File: config.mk
export PLATFORM = sky130hd
export DESIGN_NAME = heater_control_mc
export DESIGN_NICKNAME = d
export VERILOG_FILES = /design/src/rtl/heater_control_mc.sv
export SDC_FILE = /design/constraint.sdc
export NUM_CORES = 1
export LEC_CHECK = 0
export CORE_MARGIN = 2
export CORE_UTILIZATION = 37
export CTS_CLUSTER_SIZE = 20
export DETAILED_ROUTE_END_ITERATION = 10
export PLACE_DENSITY = 0.65
export SLEW_MARGIN = 20
export SYNTH_ARGS = -nofsm -noshare
export SYNTH_HDL_FRONTEND = slang
export SYNTH_SLANG_ARGS = --single-unit
File: constraint.sdc
create_clock -name clk -period 3.4 [get_ports clk]
set_clock_uncertainty 0.15 [all_clocks]
set_input_delay 0.51 -clock clk [delete_from_list [all_inputs] [get_ports clk]]
set_output_delay 0.51 -clock clk [all_outputs]
set_load 0.01 [all_outputs]
File: src/rtl/heater_control_mc.sv
// Multi-channel heater controller: settle blanking, one-shot heat, hysteresis hold,
// thermal-runaway and sensor open/short protection with a latched per-channel fault.
module heater_control_mc #(
  parameter int unsigned CHANNELS   = 2,
  parameter int unsigned ADC_W      = 12,
  parameter int unsigned SETTLE_CYC = 100,
  parameter int unsigned RUN_CYCLES = 2000000,
  parameter int unsigned RUN_DELTA  = 8
) (
  input  logic                      clk,
  input  logic                      rst,
  input  logic [2*CHANNELS-1:0]     mode,
  input  logic [ADC_W*CHANNELS-1:0] adc,
  input  logic [ADC_W*CHANNELS-1:0] adc_upper,
  input  logic [ADC_W*CHANNELS-1:0] adc_lower,
  output logic [CHANNELS-1:0]       heater_en,
  output logic [CHANNELS-1:0]       done,
  output logic [CHANNELS-1:0]       fault,
  output logic                      fault_any
);

  localparam int unsigned TMR_W   = $clog2(RUN_CYCLES);
  localparam int unsigned CNT_RAW = $clog2(SETTLE_CYC + 1);
  localparam int unsigned CNT_W   = (CNT_RAW < 1) ? 1 : CNT_RAW;

  localparam logic [TMR_W-1:0] TMR_LAST = TMR_W'(RUN_CYCLES - 1);
  localparam logic [CNT_W-1:0] CNT_INIT = CNT_W'(SETTLE_CYC);
  localparam logic [ADC_W:0]   DELTA    = (ADC_W + 1)'(RUN_DELTA);

  typedef enum logic [2:0] {
    S_IDLE,
    S_SETTLE,
    S_HEAT,
    S_DONE,
    S_HOLD_ON,
    S_HOLD_OFF,
    S_FAULT
  } state_e;

  state_e               state_q   [CHANNELS];
  state_e               state_d   [CHANNELS];
  logic [CNT_W-1:0]     cnt_q     [CHANNELS];
  logic [CNT_W-1:0]     cnt_d     [CHANNELS];
  logic [TMR_W-1:0]     tmr_q     [CHANNELS];
  logic [TMR_W-1:0]     tmr_d     [CHANNELS];
  logic [ADC_W-1:0]     ref_q     [CHANNELS];
  logic [ADC_W-1:0]     ref_d     [CHANNELS];
  logic [CHANNELS-1:0]  reached_q, reached_d;
  logic [CHANNELS-1:0]  heater_q,  heater_d;
  logic [CHANNELS-1:0]  fault_q,   fault_d;
  logic [2*CHANNELS-1:0] mode_q;

  always_comb begin
    logic [ADC_W-1:0] a;
    logic [ADC_W-1:0] up;
    logic [ADC_W-1:0] lo;
    logic [1:0]       m;
    logic [1:0]       mq;
    logic             sensor_bad;
    logic             progress;
    logic             active;

    reached_d = reached_q;
    heater_d  = '0;
    fault_d   = '0;

    for (int unsigned i = 0; i < CHANNELS; i++) begin
      a          = adc[i*ADC_W +: ADC_W];
      up         = adc_upper[i*ADC_W +: ADC_W];
      lo         = adc_lower[i*ADC_W +: ADC_W];
      m          = mode[2*i +: 2];
      mq         = mode_q[2*i +: 2];
      sensor_bad = (a == '0) || (a == '1);
      progress   = (({1'b0, a} + DELTA) <= {1'b0, ref_q[i]});
      active     = (state_q[i] == S_HEAT) || (state_q[i] == S_DONE) ||
                   (state_q[i] == S_HOLD_ON) || (state_q[i] == S_HOLD_OFF);

      state_d[i] = state_q[i];
      cnt_d[i]   = cnt_q[i];
      tmr_d[i]   = tmr_q[i];
      ref_d[i]   = ref_q[i];

      if (state_q[i] == S_FAULT) begin
        // Latched: only an OFF command releases the channel, other changes are ignored.
        if (m == 2'b00 || m == 2'b11) begin
          state_d[i] = S_IDLE;
        end
      end else if (active && sensor_bad) begin
        state_d[i]   = S_FAULT;
        reached_d[i] = 1'b0;
      end else if (m != mq) begin
        state_d[i]   = S_SETTLE;
        cnt_d[i]     = CNT_INIT;
        reached_d[i] = 1'b0;
      end else begin
        unique case (state_q[i])
          S_SETTLE: begin
            if (cnt_q[i] != '0) begin
              cnt_d[i] = cnt_q[i] - CNT_W'(1);
            end else if (m == 2'b01) begin
              state_d[i] = S_HEAT;
              ref_d[i]   = a;
              tmr_d[i]   = '0;
            end else if (m == 2'b10) begin
              if (a > up) begin
                state_d[i] = S_HOLD_ON;
                ref_d[i]   = a;
                tmr_d[i]   = '0;
              end else begin
                state_d[i]   = S_HOLD_OFF;
                reached_d[i] = 1'b1;
              end
            end else begin
              state_d[i] = S_IDLE;
            end
          end
          S_HEAT, S_HOLD_ON: begin
            // Runaway outranks the threshold: a timed-out window faults even at target.
            if (progress) begin
              ref_d[i] = a;
              tmr_d[i] = '0;
            end else if (tmr_q[i] == TMR_LAST) begin
              state_d[i]   = S_FAULT;
              reached_d[i] = 1'b0;
            end else begin
              tmr_d[i] = tmr_q[i] + TMR_W'(1);
            end
            if (state_d[i] != S_FAULT && a <= up) begin
              state_d[i]   = (state_q[i] == S_HEAT) ? S_DONE : S_HOLD_OFF;
              reached_d[i] = 1'b1;
            end
          end
          S_HOLD_OFF: begin
            if (a >= lo && a > up) begin
              state_d[i] = S_HOLD_ON;
              ref_d[i]   = a;
              tmr_d[i]   = '0;
            end
          end
          default: ;
        endcase
      end

      heater_d[i] = (state_d[i] == S_HEAT) || (state_d[i] == S_HOLD_ON);
      fault_d[i]  = (state_d[i] == S_FAULT);
    end
  end

  always_ff @(posedge clk) begin
    if (rst) begin
      for (int unsigned i = 0; i < CHANNELS; i++) begin
        state_q[i] <= S_IDLE;
        cnt_q[i]   <= '0;
        tmr_q[i]   <= '0;
        ref_q[i]   <= '0;
      end
      reached_q <= '0;
      heater_q  <= '0;
      fault_q   <= '0;
      mode_q    <= '0;
    end else begin
      for (int unsigned i = 0; i < CHANNELS; i++) begin
        state_q[i] <= state_d[i];
        cnt_q[i]   <= cnt_d[i];
        tmr_q[i]   <= tmr_d[i];
        ref_q[i]   <= ref_d[i];
      end
      reached_q <= reached_d;
      heater_q  <= heater_d;
      fault_q   <= fault_d;
      mode_q    <= mode;
    end
  end

  assign heater_en = heater_q;
  assign done      = reached_q;
  assign fault     = fault_q;
  assign fault_any = |fault_q;

endmodule

== Word-level counts from Yosys, hierarchy flattened ==
Memories as Yosys holds them, arrays and structs flattened.
Index checks and enable logic that the tools add are counted.
Storage, ports and cells
  register bits after elaboration: 10
  latch bits: 0
  bits in writable memories: 86
  memory bits (read-only): 0
  input port bits: 78
  output and inout bits: 7
  word-level logic and storage cells: 227
  memories kept: 4
Memories
  tmr_q: words 2, width 21, rd ports 2, clocked after Yosys merged registers in 0, write ports 2, line 44  | logic [TMR_W-1:0] tmr_q [CHANNELS];
  ref_q: words 2, width 12, rd ports 2, clocked after Yosys merged registers in 0, write ports 2, line 46  | logic [ADC_W-1:0] ref_q [CHANNELS];
  cnt_q: words 2, width 7, rd ports 2, clocked after Yosys merged registers in 0, write ports 2, line 42  | logic [CNT_W-1:0] cnt_q [CHANNELS];
  state_q: words 2, width 3, rd ports 2, clocked after Yosys merged registers in 0, write ports 2, line 40  | state_e state_q [CHANNELS];
Operators by class
  $add $sub $neg: 6
  $mul: 0
  div/mod/pow operators: 0
  order comparisons: 8
  equal/unequal tests: 44
  shifts and indexed selects: 0
  multiplexer cells: 119
  bitwise logic cells: 10
  reductions and logical operators: 31
Operator list (count)
  21-bit 2-to-1 mux: 22
  12-bit 2-to-1 mux: 20
  21-bit one-hot mux with 3 select lines: 2
  3-bit 2-to-1 mux: 34
  7-bit 2-to-1 mux: 12
  12-bit one-hot mux with 3 select lines: 2
  21-bit by 1-bit adder with 21-bit output (second input constant): 2
  21-bit equality test (second input constant): 2
  4-bit != test (second input constant): 8
  3-bit equality test (second input constant): 10
  12-bit by 4-bit adder with 13-bit output (second input constant): 2
  13-bit by 12-bit <= comparator with 1-bit output: 2
  12-bit equality test (second input constant): 2
  12-bit >= comparator: 2
  12-bit greater-than comparator: 2
  12-bit <= comparator: 2
  12-bit zero test: 2
  1-bit 2-to-1 mux: 23
  5-bit != test (second input constant): 4
  3-bit by 2-bit equality test with 1-bit output (second input constant): 6
  3-bit one-hot mux with 3 select lines: 2
  8-bit AND reduction: 2
  7-bit nonzero test: 2
  7-bit by 1-bit subtractor with 7-bit output (second input constant): 2
  13 further kinds: 49

== Logic depth before layout (Yosys ltp) ==
Gate-level depths: netlist of the first run.
An unclocked memory read counts as a cell.
  depth after elaboration: 17
  mapped depth: 16
  mapped depth without buffers: 14

== Worst setup path after synthesis of the first run ==
OpenSTA, ideal clock, no wires.
  kind: input -> register
  start: input port adc[3]
  end: memory ref_q[0][2]
  setup time: 0.128 ns
  data arrival time: 3.263 ns
  data required time: 3.122 ns
  path slack: -0.141 ns
  stages on the path: 12
  path buffers: 1
  path through: ha_1 -> and3_1 -> xor2_1 -> ha_1 -> and4_1 -> a221o_1 -> o21a_1 -> o21a_1 -> a211oi_1 -> buf_2 -> mux2i_1 -> nor2_1
RTL lines
  start: declaration: line 13  | input logic [ADC_W*CHANNELS-1:0] adc,
  end: declaration: line 46

== Worst setup path in the final report of the first run ==
  start: input port adc[5]
  end: register heater_q[0] (netlist: heater_en[0])
On the way
  word-level cells in the longest chain between the ends: 16
  elaborated cells on any way between the ends: 30
  those cells by class: add/sub (1); order compare (4); eq/ne (4); mux (15); reduce/logical (6)
Ends and longest elaborated chain
  12-bit by 4-bit adder with 13-bit output: line 74  | progress = (({1'b0, a} + DELTA) <= {1'b0, ref_q[i]});
  13-bit by 12-bit <= comparator with 1-bit output: line 74
  3-bit 2-to-1 mux: line 119  | if (progress) begin
  3-bit 2-to-1 mux: line 96  | unique case (state_q[i])
  3-bit 2-to-1 mux: line 91  | end else if (m != mq) begin
  3-bit 2-to-1 mux: line 88  | end else if (active && sensor_bad) begin
  3-bit 2-to-1 mux: line 83  | if (state_q[i] == S_FAULT) begin
  3-bit != test: line 128  | if (state_d[i] != S_FAULT && a <= up) begin
  1-bit logical AND: line 128
  3-bit 2-to-1 mux: line 128
  3-bit one-hot mux with 3 select lines: line 96
  3-bit 2-to-1 mux: line 91
  3-bit 2-to-1 mux (*): line 88
  3-bit 2-to-1 mux (*): line 83
  3-bit by 2-bit equality test with 1-bit output / 3-bit equality test (equally long branches): line 144  | heater_d[i] = (state_d[i] == S_HEAT) || (state_d[i] == S_HOLD_ON);
  1-bit logical OR (*): line 144
  end signal: assignment: line 169  | heater_q <= heater_d;
  end: declaration: line 49  | logic [CHANNELS-1:0] heater_q, heater_d;
Mark *: on every way between the ends. The rest lies on a longest branch, timed or not. The select of a mux whose other input is x is not followed.
A chain may end at the register's enable or synchronous reset.

==> results.json, run 1 <==
{
  "cp.required_ns": 3.54,
  "dpl-instance-area_mm2": 0.009057,
  "holdBufCountCts": 0,
  "r2r-end": "tmr_q[0][41]",
  "stdcell_area_mm2": 0.009699,
  "synthesis.nets": 1051,
  "track_usage": 0.1852,
  "chipWidth_um": 142.7,
  "synth_seq_cells": 96,
  "grt_pass1_vias": 6603,
  "io_pins": 85,
  "synth-edff-count": 0,
  "cp.arrival_ns": 3.40,
  "slew_headroom": 0.4941,
  "cp-start-kind": "input port",
  "hold_path_class": "reg2reg",
  "cts_buffer_depth": 2,
  "ys_seq_area_frac": 0.2699,
  "p_comb_frac": 0.217,
  "cp-end-kind": "flip-flop",
  "routed_wl_um": 18330,
  "power_leakage_nw": 3.895,
  "dp_hpwl_um": 13910,
  "syn2layout_area_growth_pct": 36.22,
  "num_vias": 6986,
  "swShare": 0.2704,
  "p_int_mw": 2.129,
  "setup_slack_ns": 0.1488,
  "grt_max_degree": 39,
  "synth_ff_type": "dfxtp_1",
  "io_buffers": 84,
  "num-nets-final": 1243,
  "power_density_mw_per_mm2": 300.9,
  "clock_sinks": 96,
  "min_period_over_period": 0.9562,
  "core_area_mm2": 0.01877,
  "syn_area_per_cell_um2": 8.019,
  "fp.dieH_um": 142.7,
  "outcome": "complete, no violations",
  "clk_latency_ns": 0.35,
  "antenna_cells": 0,
  "rsz0062_at_grt": "true",
  "cp-endpoint": "heater_en[0]",
  "first_pass_iters": 7,
  "crit_fanout": 4,
  "yosys_warnings": 0,
  "setup_viol": 0,
  "cts_buffers": 9,
  "drive_gt1_frac": 0.1917,
  "first_iter_violations": 409,
  "peakVddDrop_mv": 0.2561,
  "root_buffer": "clkbuf_16",
  "grt_pass1_wl_um": 31150,
  "hold_violations": 0,
  "worstMarginPinSlew_ns": 0.7589,
  "stdcell_count": 1319,
  "route.detailed.drc": 0,
  "worst_r2r_startpoint": "cnt_q[0][7]",
  "power_frac_seq": 0.399,
  "die-area_mm2": 0.02037,
  "r2r_slack_ns": 0.18,
  "period_minus_slack_ns": 3.251,
  "switchingPower_mw": 0.7892,
  "netlist_area_mm2": 0.007121,
  "avgRoutedWirePerCell_um": 13.90,
  "ys_types": 70,
  "initial_core_util": 0.3794,
  "cap_violations": 0,
  "fmax_mhz": 307.6,
  "cts_tree": "yes",
  "reg2regPathDepth": 10,
  "clk_pin_slew_ns": 0.07,
  "vias_per_cell": 5.296,
  "ant_nets": 0,
  "placed_cells": 1290,
  "drv_slew": 0,
  "async_flop_share": 0,
  "routabilityCongestion": 0.8507,
  "synthCells": 888,
  "antenna_found_initial": 0,
  "clock_power_share": 0.385,
  "startpoint": "adc[5]",
  "overflow": 0,
  "htreeDepth": 3,
  "row_count": 50,
  "dpl_worst_slack_ns": -0.7038,
  "critPathKind": "in2reg"
}
[flip-flops by register name (all words and copies together), names as in the netlist]
signal	flops
cnt_q	14
done	2
fault	2
heater_en	2
mode_q	4
ref_q	24
state_q	6
tmr_q	42
[Yosys cell counts, types with 3 or more instances]
master | number | area share
nor2_1 | 97 | 0.051
dfxtp_1 | 96 | 0.27
inv_1 | 92 | 0.048
ha_1 | 85 | 0.15
xnor2_1 | 57 | 0.070
nand2_1 | 48 | 0.025
a21oi_1 | 42 | 0.030
nand3_1 | 40 | 0.028
mux2i_1 | 25 | 0.035
nor3_1 | 25 | 0.018
nand4_1 | 24 | 0.021
nor4_1 | 23 | 0.020
clkbuf_1 | 22 | 0.012
o21ai_0 | 21 | 0.015
a211oi_1 | 14 | 0.015
a2111oi_0 | 13 | 0.016
and3_1 | 13 | 0.011
o211ai_1 | 12 | 0.013
xor2_1 | 11 | 0.014
nor2b_1 | 10 | 0.0088
and2_1 | 8 | 0.0070
nand2b_1 | 7 | 0.0061
or2_2 | 7 | 0.0061
a21o_1 | 5 | 0.0053
and4_1 | 5 | 0.0061
buf_2 | 5 | 0.0035
or3_1 | 5 | 0.0044
nor3b_1 | 4 | 0.0042
nor4b_1 | 4 | 0.0049
o22ai_1 | 4 | 0.0035
o31ai_1 | 4 | 0.0042
a21boi_0 | 3 | 0.0032
a31oi_1 | 3 | 0.0026
buf_1 | 3 | 0.0016
nand4b_1 | 3 | 0.0037
o21a_1 | 3 | 0.0032
or4_1 | 3 | 0.0032
[layout by cell type, fill, tap and decap left out, types with 5 or more instances in the layout]
master	count
and2_1	7
nand3_1	35
nand2b_1	7
nor4_2	5
o211ai_1	12
nor3_1	24
a2111oi_1	6
inv_1	92
and4_1	5
a21oi_1	37
nand3_2	5
clkbuf_16	9
dfxtp_1	96
nor4_1	15
nand2_1	47
a21o_1	5
nand4_1	24
buf_4	124
nor2b_1	10
ha_1	84
dlygate4sd2_1	6
clkdlybuf4s50_1	66
a211oi_1	12
o21ai_0	18
mux2i_1	25
or2_2	5
and3_1	9
xor2_1	10
xnor2_1	57
nor2_1	95
[kinds of logic (layout without fill, tap and decap cells)]
family                   count (synthesis)  after routing  share of synthesized area
AO/OA/AOI/OAI                          150            150                     0.1432
XOR/XNOR                                68             68                    0.08364
multiplexers                            26             26                    0.03672
flip-flops                              96             96                     0.2699
buffers and inverters                  124            320                    0.06783
adder cells (fa/ha/maj)                 85             85                     0.1494
AND/OR/NAND/NOR                        339            340                     0.2493
[cell type report]
class / instances / area (um2)
Clock buffer: 10 / 239.0
Clock inverter: 6 / 90.09
Fill cell: 1744 / 9069
Inverter: 92 / 345.3
Multi-Input combinational cell: 669 / 4986
Sequential cell: 96 / 1922
Tap cell: 234 / 292.8
Timing Repair Buffer: 212 / 1824
[worst max-delay path, cell delays in order]
cell           delay, ns
dlygate4sd2_1       0.27
buf_4               0.14
buf_4               0.13
xor2_1              0.15
ha_1                0.32
nand4_1             0.22
a211oi_2            0.29
o211ai_1            0.16
and2_4              0.18
o41a_1              0.41
xnor2_1             0.15
nor4_2              0.30
buf_4               0.17
[through the flow]
stage               total power, mW  utilization  TNS (ns)  hold slack [ns]
floorplan                     1.500            -  -0.02935           0.3079
global placement              1.783       0.4826    -39.18           0.3241
detailed placement            1.793       0.4826    -44.11           0.3344
CTS                           2.927       0.5087         0           0.3472
global route                  3.073       0.5168  -0.09865           0.3691
finish                        2.918       0.5168         0           0.3426
[power by group through the flow]
stage          Clock (mW)  Combinational [mW]  Sequential (mW)
3_5_place_dp            0               0.604             1.19
3_3_place_gp            0               0.595             1.19
4_1_cts              1.15               0.617             1.16
2_1_floorplan           0               0.320             1.18
6_report             1.12               0.633             1.16
5_1_grt              1.20               0.706             1.17
[worst min-delay path by stage]
stage / endpoint / from / slack, ns / depth (start not counted)
floorplan: tmr_q[0][1] / tmr_q[0][1] / 0.31 / 2
global placement: tmr_q[0][1] / tmr_q[0][1] / 0.32 / 2
detailed placement: ref_q[0][3] / ref_q[0][3] / 0.33 / 2
CTS: tmr_q[0][1] / tmr_q[0][1] / 0.35 / 2
global route: ref_q[0][8] / ref_q[0][8] / 0.37 / 2
finish: tmr_q[0][1] / tmr_q[0][1] / 0.34 / 2
[routing by layer]
layer / GRT usage / up-vias / part of all wire
li1: - / 3551 / -
met4: 0.05888 / 0 / 0.015
met1: 0.2581 / 3269 / 0.50
met2: 0.2981 / 138 / 0.46
met3: 0.02247 / 28 / 0.031
met5: 0 / - / 0
[repair_timing]
action / in CTS / in global routing
gates cloned: 1 / 0
buffers inserted: 8 / 4
endpoints found under the setup margin: 72 / 72
pin swaps: 26 / 25
resized for setup: 40 / 49
Note: power is estimated with default switching activity, not from simulation.
==> run 2: changes to the inputs <==
--- a/config.mk
+++ b/config.mk
@@ -5,6 +5,7 @@
 export SDC_FILE = /design/constraint.sdc
 export NUM_CORES = 1
 export LEC_CHECK = 0
+export CAP_MARGIN = 10
 export CORE_MARGIN = 2
 export CORE_UTILIZATION = 37
 export CTS_CLUSTER_SIZE = 20
==> results of run 2 <==
No change in the layout: final DEF, timing and power equal those of run 1.
